[src/rtl/qc_syndrome_encoder.sv]
// -----------------------------------------------------------------------------
// qc_syndrome_encoder
//
// Transmit-side syndrome encoder for QC-LDPC key reconciliation. A sifted-key
// frame arrives as NB_COL circulant-wide words, one per block column. Each word
// is folded into the NB_ROW syndrome words, one block row per cycle. The
// syndrome s = H*x over GF(2) is then streamed out as NB_ROW words.
//
// Ports
//   clk        rising-edge clock
//   rst        asynchronous active-low reset
//   in_data    key word for the current block column (CIRC bits)
//   in_valid   in_data valid
//   in_last    marks the final key word of a frame (checked, never obeyed)
//   in_ready   block accepts in_data (only in LOAD)
//   out_data   syndrome word (CIRC bits), held stable until out_ready
//   out_valid  out_data valid
//   out_last   marks the final syndrome word (row NB_ROW-1)
//   out_ready  downstream accepts out_data
//   frame_err  in_last misaligned in the current frame; sticky until the
//              first beat of the next frame
//
// SHIFT_TABLE: entry e = i*NB_COL + j sits at [e*(LOG2CIRC+1) +: LOG2CIRC+1].
// Entry MSB set = all-zero block; otherwise the low bits are the shift s and
// block row r has its single 1 at column (r+s) mod CIRC.
// -----------------------------------------------------------------------------
module qc_syndrome_encoder #(
    parameter int CIRC     = 4,
    parameter int LOG2CIRC = 2,
    parameter int NB_ROW   = 3,
    parameter int NB_COL   = 6,
    // Listed from entry 17 (row2,col5) down to entry 0 (row0,col0); 4 = null.
    parameter logic [NB_ROW*NB_COL*(LOG2CIRC+1)-1:0] SHIFT_TABLE = {
        3'd3, 3'd2, 3'd4, 3'd0, 3'd4, 3'd1,   // row 2
        3'd0, 3'd3, 3'd2, 3'd1, 3'd0, 3'd4,   // row 1
        3'd4, 3'd4, 3'd3, 3'd2, 3'd1, 3'd0    // row 0
    }
) (
    input  logic            clk,
    input  logic            rst,
    input  logic [CIRC-1:0] in_data,
    input  logic            in_valid,
    input  logic            in_last,
    output logic            in_ready,
    output logic [CIRC-1:0] out_data,
    output logic            out_valid,
    output logic            out_last,
    input  logic            out_ready,
    output logic            frame_err
);

    localparam int ENT_W   = LOG2CIRC + 1;
    localparam int TBL_W   = NB_ROW * NB_COL * ENT_W;
    localparam int TIDX_W  = (TBL_W > 1) ? $clog2(TBL_W) : 1;
    localparam int ROW_W   = (NB_ROW > 1) ? $clog2(NB_ROW) : 1;
    localparam int COL_W   = (NB_COL > 1) ? $clog2(NB_COL) : 1;
    localparam logic [ROW_W-1:0] ROW_LAST = ROW_W'(NB_ROW - 1);
    localparam logic [COL_W-1:0] COL_LAST = COL_W'(NB_COL - 1);

    typedef enum logic [1:0] {
        IDLE   = 2'd0,
        LOAD   = 2'd1,
        ACCUM  = 2'd2,
        OUTPUT = 2'd3
    } state_t;

    state_t              state_q;
    state_t              state_d;
    logic                rst_sync;
    logic [CIRC-1:0]     x_q;
    logic [CIRC-1:0]     synd [NB_ROW];
    logic [ROW_W-1:0]    row_cnt;
    logic [COL_W-1:0]    col_cnt;
    logic [ROW_W-1:0]    out_idx;

    logic                in_hs;
    logic                out_hs;
    logic [TIDX_W-1:0]   tbl_base;
    logic [ENT_W-1:0]    blk_ent;
    logic [LOG2CIRC-1:0] rot_idx;
    logic [CIRC-1:0]     contrib;

    // Reset release is re-timed through one flop so the core leaves reset on
    // a clock edge; assertion still propagates asynchronously through it. The
    // IDLE cycle then puts in_ready high on the second edge after release.
    // NOTE: sequential state is written with <= only, so every flop samples
    // the pre-edge value of every other flop regardless of block order.
    always_ff @(posedge clk or negedge rst) begin
        if (!rst) rst_sync <= 1'b0;
        else      rst_sync <= 1'b1;
    end

    // ------------------------------------------------------------------
    // Circulant contribution of the held key word to block row row_cnt.
    // Bit r picks x[(r+s) mod CIRC]; the LOG2CIRC-bit add wraps modulo CIRC.
    // ------------------------------------------------------------------
    // NOTE: every signal driven here gets a default first, so no path through
    // the block leaves a value unassigned and no latch can be inferred.
    always_comb begin
        tbl_base = TIDX_W'((int'(row_cnt) * NB_COL + int'(col_cnt)) * ENT_W);
        blk_ent  = SHIFT_TABLE[tbl_base +: ENT_W];
        contrib  = '0;
        rot_idx  = '0;
        if (!blk_ent[ENT_W-1]) begin
            for (int r = 0; r < CIRC; r++) begin
                rot_idx    = LOG2CIRC'(r) + blk_ent[LOG2CIRC-1:0];
                contrib[r] = x_q[rot_idx];
            end
        end
    end

    // ------------------------------------------------------------------
    // FSM: state register
    // ------------------------------------------------------------------
    always_ff @(posedge clk or negedge rst_sync) begin
        if (!rst_sync) state_q <= IDLE;
        else           state_q <= state_d;
    end

    // ------------------------------------------------------------------
    // FSM: next state and handshake outputs
    // ------------------------------------------------------------------
    always_comb begin
        state_d   = state_q;
        in_ready  = 1'b0;
        out_valid = 1'b0;
        out_last  = 1'b0;
        out_data  = '0;
        case (state_q)
            IDLE: state_d = LOAD;
            LOAD: begin
                in_ready = 1'b1;
                if (in_valid) state_d = ACCUM;
            end
            ACCUM: begin
                if (row_cnt == ROW_LAST)
                    state_d = (col_cnt == COL_LAST) ? OUTPUT : LOAD;
            end
            OUTPUT: begin
                out_valid = 1'b1;
                out_data  = synd[out_idx];
                out_last  = (out_idx == ROW_LAST);
                if (out_ready && (out_idx == ROW_LAST)) state_d = LOAD;
            end
            default: state_d = IDLE;
        endcase
    end

    assign in_hs  = in_valid && in_ready;
    assign out_hs = out_valid && out_ready;

    // ------------------------------------------------------------------
    // Datapath: key word hold, syndrome accumulation, counters, frame check
    // ------------------------------------------------------------------
    always_ff @(posedge clk or negedge rst_sync) begin
        if (!rst_sync) begin
            x_q       <= '0;
            row_cnt   <= '0;
            col_cnt   <= '0;
            out_idx   <= '0;
            frame_err <= 1'b0;
            // NOTE: the syndrome array is only NB_ROW words of flops, so it
            // is reset explicitly; a partial frame must never leak into the
            // next one after a mid-frame reset.
            for (int i = 0; i < NB_ROW; i++) synd[i] <= '0;
        end else begin
            case (state_q)
                LOAD: begin
                    if (in_hs) begin
                        x_q     <= in_data;
                        row_cnt <= '0;
                        // Frame length is set by col_cnt alone; in_last is
                        // only compared against it. First beat restarts the
                        // sticky error.
                        frame_err <= ((col_cnt == '0) ? 1'b0 : frame_err)
                                   | (in_last != (col_cnt == COL_LAST));
                    end
                end
                ACCUM: begin
                    synd[row_cnt] <= synd[row_cnt] ^ contrib;
                    if (row_cnt != ROW_LAST) begin
                        row_cnt <= row_cnt + ROW_W'(1);
                    end else if (col_cnt != COL_LAST) begin
                        col_cnt <= col_cnt + COL_W'(1);
                    end
                end
                OUTPUT: begin
                    if (out_hs) begin
                        if (out_idx == ROW_LAST) begin
                            for (int i = 0; i < NB_ROW; i++) synd[i] <= '0;
                            col_cnt <= '0;
                            out_idx <= '0;
                        end else begin
                            out_idx <= out_idx + ROW_W'(1);
                        end
                    end
                end
                default: ;
            endcase
        end
    end

endmodule

[config.mk]
export PLATFORM = sky130hd
export DESIGN_NAME = qc_syndrome_encoder
export DESIGN_NICKNAME = d
export VERILOG_FILES = /design/src/rtl/qc_syndrome_encoder.sv
export SDC_FILE = /design/constraint.sdc
export NUM_CORES = 1
export LEC_CHECK = 0
export CAP_MARGIN = 5
export CORE_MARGIN = 1.5
export CORE_UTILIZATION = 50
export DETAILED_ROUTE_END_ITERATION = 6
export GPL_ROUTABILITY_DRIVEN = 0
export PLACE_DENSITY = 0.69
export SYNTH_ARGS = -nofsm -noshare
export SYNTH_HDL_FRONTEND = slang
export SYNTH_SLANG_ARGS = --single-unit
[constraint.sdc]
create_clock -name clk -period 1.9 [get_ports clk]
set_clock_uncertainty 0.1 [all_clocks]
set_input_delay 0.38 -clock clk [delete_from_list [all_inputs] [get_ports clk]]
set_output_delay 0.38 -clock clk [all_outputs]
set_load 0.005 [all_outputs]
* Yosys cells after proc, flatten, opt, wreduce, memory -nomap -nowiden
Cells that the tools add are included.
** Storage, ports and cells
- Input bits :: 9
- Register bits :: 27
** Cells by class
- Shift operators :: 1
- Add/subtract/negate cells :: 7
- Multipliers :: 2
- Bitwise gates (word level) :: 4
- Reduce and logical (&&, ||, !) cells :: 14
- $lt $le $gt $ge :: 7
- Eq/ne operators :: 18
- Multiplexer cells :: 40
** Operators with widths (count)
- $shiftx A54 B7 Y3 const A :: 1
- $mux W4 :: 7
- $mux W12 :: 2
- $pmux W12 S2 :: 1
- $ne A2 B2 Y1 const B :: 10
- $bmux W4 S2 :: 2
- $mux W2 :: 7
- $bwmux W12 :: 1
- $lt A2 B3 Y1 const B :: 4
- $mux W3 :: 4
- $reduce_and A3 Y1 :: 3
- $bmux W1 S2 :: 4
- $demux W4 S2 :: 1
- $eq A2 B2 Y1 const B :: 4
- $mux W1 :: 8
- $pmux W2 S4 :: 1
- $add A5 B3 Y6 :: 1
- $ge A3 B3 Y1 const B :: 2
- $mul A6 B2 Y6 const B :: 1
- $not A2 Y3 :: 2
- $pmux W3 S2 :: 1
- $reduce_and A5 Y1 :: 1
- $add A2 B1 Y2 const B :: 2
- $add A2 B2 Y2 const A :: 2
- 16 further kinds :: 21

* Longest topological paths before layout
Gate-level depths: netlist (run 1).
- Depth in word-level cells :: 11
- Gate-level depth with buffers :: 18

* Worst setup path after synthesis (run 1)
Ideal clock, no wire load.
- Path kind :: reg-to-reg
- Start point :: register row_cnt[1]
- End point :: register synd[1] in the netlist's numbering
- Slack :: -2455 ps
- Stages on the path, launching flop included :: 17
- Period minus slack after synthesis :: 4355 ps
- Library setup time :: 122 ps
- Arrival :: 4133 ps
- Data required time :: 1678 ps
- Cell sequence :: dfrtp_1 -> clkbuf_1 -> inv_1 -> ha_1 -> inv_1 -> fa_1 -> inv_1 -> fa_1 -> xor2_2 -> buf_2 -> nor3b_1 -> a221oi_1 -> mux2i_4 -> mux2i_1 -> or4_1 -> a21oi_1 -> nor3_1
** Between the ends
- Longest elaborated chain between the ends :: 11
- Elaborated cells on any way between the ends :: 20
** RTL lines
- start: declaration :: line 72 : logic [ROW_W-1:0] row_cnt;
- start signal: assignment :: line 182 : row_cnt <= row_cnt + ROW_W'(1);
- $mul A2 B2 Y4 :: line 100 : tbl_base = TIDX_W'((int'(row_cnt) * NB_COL + int'(col_cnt)) * ENT_W);
- $add A5 B3 Y6 :: line 100
- $mul A6 B2 Y6 :: line 100
- $shiftx A54 B7 Y3 :: line 101 : blk_ent = SHIFT_TABLE[tbl_base +: ENT_W];
- $add A1 B2 Y2 :: line 106 : rot_idx = LOG2CIRC'(r) + blk_ent[LOG2CIRC-1:0];
- $bmux W1 S2 :: line 107 : contrib[r] = x_q[rot_idx];
- $mux W1 (not written as such) :: line 107
- $mux W4 :: line 104 : if (!blk_ent[ENT_W-1]) begin
- $xor A4 B4 Y4 :: line 180 : synd[row_cnt] <= synd[row_cnt] ^ contrib;
- $bwmux W12 * :: line 180
- $pmux W12 S2 * :: line 167 : case (state_q)
- end signal: indexed assignment :: line 180
- end: declaration :: line 71 : logic [CIRC-1:0] synd [NB_ROW];
Every way passes the cells marked *; elsewhere a longest branch is shown, timed or not. The select of a mux whose other input is x is not followed.
A chain may end at the register's enable or synchronous reset.

* Final worst setup path (run 1)
- Start point :: register row_cnt[1]
- End point :: register synd[8] in the netlist's numbering
** Between the ends
- Longest elaborated chain between the ends :: 10
- Elaborated cells on any way between the ends :: 19
** RTL lines (line)
- $mul A2 B2 Y4 :: 100
- $add A5 B3 Y6 :: 100
- $mul A6 B2 Y6 :: 100
- $shiftx A54 B7 Y3 :: 101
- $bmux W1 S2 :: 107
- $mux W1 (not written as such) :: 107
- $mux W4 :: 104
- $xor A4 B4 Y4 :: 180
- $bwmux W12 * :: 180
- $pmux W12 S2 * :: 167
Marks and branches as above.

==> flow_summary.ini, run 1 <==
[clocking]
cts_hold_buf = 0
cts_inserted_buffers = 3
root_buffer = clkbuf_8
insertion_delay_ns = 0.29
cts-htree-levels = 1
clkSlewWorstSetupHoldPaths_ns = 0.10
cts_buffer_depth = 2
clock_sinks = 27
cts_tree = built

[synth]
yosysSeqAreaShare = 0.260
synth_xor_area_frac = 0.0226
ys.flop_type = dfrtp_1
async_flop_share = 1.00
muxShareOfSynthArea = 0.0891
synth_cells = 314
ys_types = 60
synth_compound_area_frac = 0.232
netlist_area_mm2 = 0.00260
avgSynthCellArea_um2 = 8.27
synthSimpleGateAreaFrac = 0.240
yosys_warnings = 0
synth_top_family_by_area = simple AND/OR/NAND/NOR gates
synthAdderAreaFrac = 0.121
yosys_register_bits = 27
syn_nets = 347
synth_edf_count = 0

[grt]
grt-ovfl-total = 0
grt_start_max_net_pins = 27
grt_pass1_vias = 2711
grt_pass1_wl_mm = 12.5
antenna_found_initial = 0
grt_use_total = 0.292

[setup_path]
critPathArrivalTime_ns = 4.05
path_buf_inv = 5
crit_type = flop to flop
cpMaxStageDelayCell = fa_2
crit_chain = inv_4, ha_4, inv_2, fa_2, inv_4, fa_2, xor2_4, buf_4, o21ai_1, a22oi_1, a21oi_1, buf_4, o22ai_2, nand2b_1, o32a_1, a21oi_2, nor3_2
worstSetupEndpointType = flop
cpPeakStageDelay_ns = 0.56
r2r_setup_slack_ns = -2.08
start_kind = flop
critPathMaxFanout = 6
cp_top_family = adder cells
required_ns = 1.97

[layout]
drive_gt1_frac = 0.453
area_delta_synth_final_pct = 53.4
diodes = 0
nNetsFinal = 451
finish.instance_area_mm2 = 0.00398

[sta]
maxSlewViolCount = 0
slew_headroom = 0.551
period_share = 2.09
setup_viol = 16
max_freq_mhz = 251
tightest_slew_ns = 0.667
setup_ws_ns = -2.08
finalCriticalPeriod_ns = 3.98
holdWs_ns = 0.124
grt_setup_unrepaired = yes
hold_viol = 0

[detailed_routing]
viasPerCell = 5.83
detail-route-antenna-nets = 0
routedWlPerCell_um = 16.6
firstDrtPassIters = 5
drc_errors = 0
drt_wl_total_mm = 8.11
vias = 2840
drt_iter0_markers = 148

[placed_design]
dp_slack_ns = -2.09
dpl_cell_area_mm2 = 0.00342
dp_hpwl_mm = 5.46
port_buffers = 16

[floorplan]
rows = 26
io_pins = 17
dieArea_mm2 = 0.00564
die_w_um = 75.1
core_area_mm2 = 0.00504
start_util = 0.515
die_h_um = 75.1

[status]
status = complete, but fails checks
violations = setup timing

[min_path]
hp-class = input pin to asynchronous set/reset pin

[run]
drv_cap = 0
[cells by family (layout without fill, tap and decap cells)]
group / count (synthesis) / after routing
AND/OR/NAND/NOR: 123 / 123
AO/OA/AOI/OAI: 91 / 91
flip-flops: 27 / 27
adder cells (fa/ha/maj): 24 / 24
buffers and inverters: 22 / 125
multiplexers: 21 / 21
XOR/XNOR: 5 / 5
other: 1 / 1
[what timing repair did]
action                     in CTS  in global routing
gates resized for setup        72                 36
buffers inserted               18                  7
setup endpoints to repair      19                 18
hold endpoints to repair        0                  0
pin swaps                      20                 12
[final timing paths]
| path | start | endpoint | cells after the start |
|---|---|---|---|
| setup / recovery | row_cnt[1] | synd[8] | 17 |
| hold / removal | rst | rst_sync | 1 |
| setup reg to reg | row_cnt[1] | synd[8] | 17 |
| hold reg to reg | rst_sync | synd[4] | 1 |
| max in group asynchronous | rst_sync | row_cnt[0] | 1 |
| min in group clk | frame_err | frame_err | 2 |
[layout by cell type (no fill, tap or decap), types with 6 or more instances in the layout]
cell / synthesis / routed
a21oi_1: 31 / 16
a21oi_2: 0 / 14
and2_1: 10 / 8
buf_4: 0 / 78
buf_6: 0 / 13
clkdlybuf4s50_1: 0 / 9
dfrtp_1: 27 / 26
ha_1: 22 / 17
inv_1: 13 / 8
mux2i_1: 13 / 7
mux2i_2: 0 / 6
nand2_1: 41 / 39
nand3_1: 19 / 18
nor2_1: 9 / 9
nor3_1: 18 / 14
o21ai_0: 20 / 15
o21ai_1: 2 / 6
[synthesized netlist by cell type (4+ instances only)]
| library cell | count | area share |
|---|---|---|
| nor2_1 | 9 | 0.013 |
| a22oi_1 | 4 | 0.012 |
| dfrtp_1 | 27 | 0.26 |
| mux2i_1 | 13 | 0.050 |
| nor2b_1 | 4 | 0.0096 |
| inv_1 | 13 | 0.019 |
| o21ai_0 | 20 | 0.039 |
| nor3_1 | 18 | 0.035 |
| nand2_1 | 41 | 0.059 |
| a21oi_1 | 31 | 0.060 |
| o31ai_1 | 6 | 0.017 |
| nand3_1 | 19 | 0.037 |
| clkbuf_1 | 6 | 0.0087 |
| ha_1 | 22 | 0.11 |
| mux2_2 | 5 | 0.022 |
| and2_1 | 10 | 0.024 |
[layer usage]
| layer | share of wire | track usage |
|---|---|---|
| met4 | 0.017 | 0.107 |
| met2 | 0.51 | 0.510 |
| met5 | 0 | 0 |
| met1 | 0.42 | 0.363 |
| met3 | 0.046 | 0.0442 |
[layout make-up]
type	count	area, um2
Clock inverter	1	7.51
Timing Repair Buffer	108	885
Fill cell	354	1060
Multi-Input combinational cell	265	2230
Clock buffer	3	41.3
Tap cell	70	87.6
Sequential cell	27	677
Inverter	13	53.8
[worst register-to-register path: cells and delay by family (launching register included)]
| family | cells | cell delay, ns |
|---|---|---|
| AOI/OAI and AO/OA | 6 | 1.18 |
| DFF | 1 | 0.41 |
| adders and majority gates | 3 | 1.27 |
| and+or+nand+nor | 2 | 0.17 |
| xor gates and xnor gates | 1 | 0.26 |
| buffers and inverters | 5 | 0.51 |
[registers in the layout, indices dropped and copies added (netlist names)]
signal / cells
out_idx: 2
state_q: 2
col_cnt: 3
x_q: 4
frame_err: 1
synd: 12
rst_sync: 1
row_cnt: 2
[stage by stage]
stage,setup TNS (ns),utilization,cells
3_3_place_gp,-23.38,0.678,461
6_report,-24.64,0.790,487
3_5_place_dp,-24.67,0.678,461
2_1_floorplan,-23.36,-,314
5_1_grt,-26.48,0.790,487
4_1_cts,-23.98,0.753,482
Power of run 1 is left out: the tool's default activity adds up to more than one toggle a clock period on the data nets, which glitch-free logic cannot reach.
==> run 2, diff against run 1 <==
--- a/config.mk
+++ b/config.mk
@@ -6,11 +6,9 @@
 export NUM_CORES = 1
 export LEC_CHECK = 0
 export CAP_MARGIN = 5
-export CORE_MARGIN = 1.5
-export CORE_UTILIZATION = 50
+export CORE_UTILIZATION = 47
 export DETAILED_ROUTE_END_ITERATION = 6
-export GPL_ROUTABILITY_DRIVEN = 0
-export PLACE_DENSITY = 0.69
+export PLACE_DENSITY = 0.66
 export SYNTH_ARGS = -nofsm -noshare
 export SYNTH_HDL_FRONTEND = slang
 export SYNTH_SLANG_ARGS = --single-unit
==> flow_summary.ini, run 2 (synthesis results as in run 1) <==
[grt]
antenna_found_initial = 0
grt_start_max_net_pins = 19
grt-ovfl-total = 0
grt_pass1_vias = 2672
grt_use_total = 0.251
grt_pass1_wl_mm = 12.1

[placed_design]
dp_hpwl_mm = 5.35
place_inst = 467
place.gp.congestion = 0.890
port_buffers = 16

[detailed_routing]
drc_errors = 0
detail-route-antenna-nets = 0
drt_iter0_markers = 169
firstDrtPassIters = 5
vias = 2790
routedWlPerCell_um = 15.4
viasPerCell = 5.64
drt_wl_total_mm = 7.63

[setup_path]
crit_chain = inv_4, ha_4, inv_2, fa_2, inv_4, fa_2, xor2_2, buf_6, and2_4, a221oi_4, mux2i_4, mux2i_2, buf_4, o31a_1, a21oi_2, o31ai_2
cpPeakStageDelay_ns = 0.55
start_kind = flop
crit_end = synd[3]
r2r_cells = 16
path_depth = 16
critPathArrivalTime_ns = 4.08
path_buf_inv = 5
worstSetupEndpointType = flop
required_ns = 1.97
r2r_setup_slack_ns = -2.11
r2r_start = row_cnt[1]
crit_type = flop to flop
cpMaxStageDelayCell = fa_2
cp_top_family = adder cells
r2r-end = synd[3]
critPathLaunch = row_cnt[1]
critPathMaxFanout = 5

[layout]
nNetsFinal = 459
area_delta_synth_final_pct = 56.0
final_common_cell = buf_4
fin_util = 0.779
drive_gt1_frac = 0.461
regMostFlops = synd
final_cell_mix = buf_4, nand2_1, dfrtp_1
diodes = 0
top_regs = synd (12), x_q (4), col_cnt (3)
fin_cells = 495
largest_register_ffs = 12

[clocking]
cts_hold_buf = 0
insertion_delay_ns = 0.28
cts-htree-levels = 1
root_buffer = clkbuf_8
cts_inserted_buffers = 3
cts_tree = built
clock_sinks = 27
cts_buffer_depth = 2
clkSlewWorstSetupHoldPaths_ns = 0.11

[floorplan]
start_util = 0.499
die_w_um = 76.3
die_h_um = 76.3
rows = 26
dieArea_mm2 = 0.00583
io_pins = 17
core_area_mm2 = 0.00520

[sta]
finalCriticalPeriod_ns = 4.01
grt_setup_unrepaired = yes
setup_ws_ns = -2.11
period_share = 2.11
hold_viol = 0
setup_viol = 15
max_freq_mhz = 249
maxSlewViolCount = 0
fin_tns_setup_ns = -24.90

[run]
drv_cap = 0

[status]
status = complete, but fails checks
violations = setup timing

[min_path]
hp-class = flop to asynchronous set/reset pin
## run 2: worst min-delay path by stage
stage | to | cells past startpoint
after floorplan | rst_sync | 0
after global placement | state_q[1] | 0
after detailed placement | state_q[1] | 0
after CTS | state_q[1] | 0
after global routing | row_cnt[1] | 0
final | row_cnt[1] | 0
## run 2: through the flow
step | setup WS (ns) | area (um2) | hold slack (ns)
finish | -2.11 | 4050 | 0.0682
global route | -2.22 | 4050 | 0.106
CTS | -1.98 | 3750 | 0.0785
detailed placement | -2.09 | 3470 | 0.0691
global placement | -2.01 | 3470 | 0.0649
floorplan | -1.96 | 2700 | -0.0156
## run 2: cell type report
type	instances	area, um2
repair buffers	116	937
well taps	70	87.6
inverters	13	53.8
multi-input cells	265	2250
flip-flops and latches	27	677
clock inverters	1	7.51
fillers	367	1150
clock buffers	3	41.3
## run 2: per-layer routing
metal  global-route usage  wire length (um)  vias up
met5                    0                 0        -
met1                0.334              3380     1341
li1                     -                 -     1370
met3               0.0359               290       10
met2                0.435              3880       69
met4               0.0423                76        0
## run 2: repair_timing
item,4_1_cts,5_1_grt
pin swaps,19,20
buffers inserted,17,7
setup endpoints to repair,19,18
gates resized for setup,52,49
## run 2: worst register-to-register path, delay by kind of cell, from the launching register on
kind                       cells  cell delay [ns]
muxes                          2             0.37
AOI/OAI and AO/OA              4             1.03
buffers and inverters          5             0.44
DFF                            1             0.40
xor gates and xnor gates       1             0.17
adders and majority gates      3             1.23
and+or+nand+nor                1             0.17
Power of run 2 is left out for the same reason.
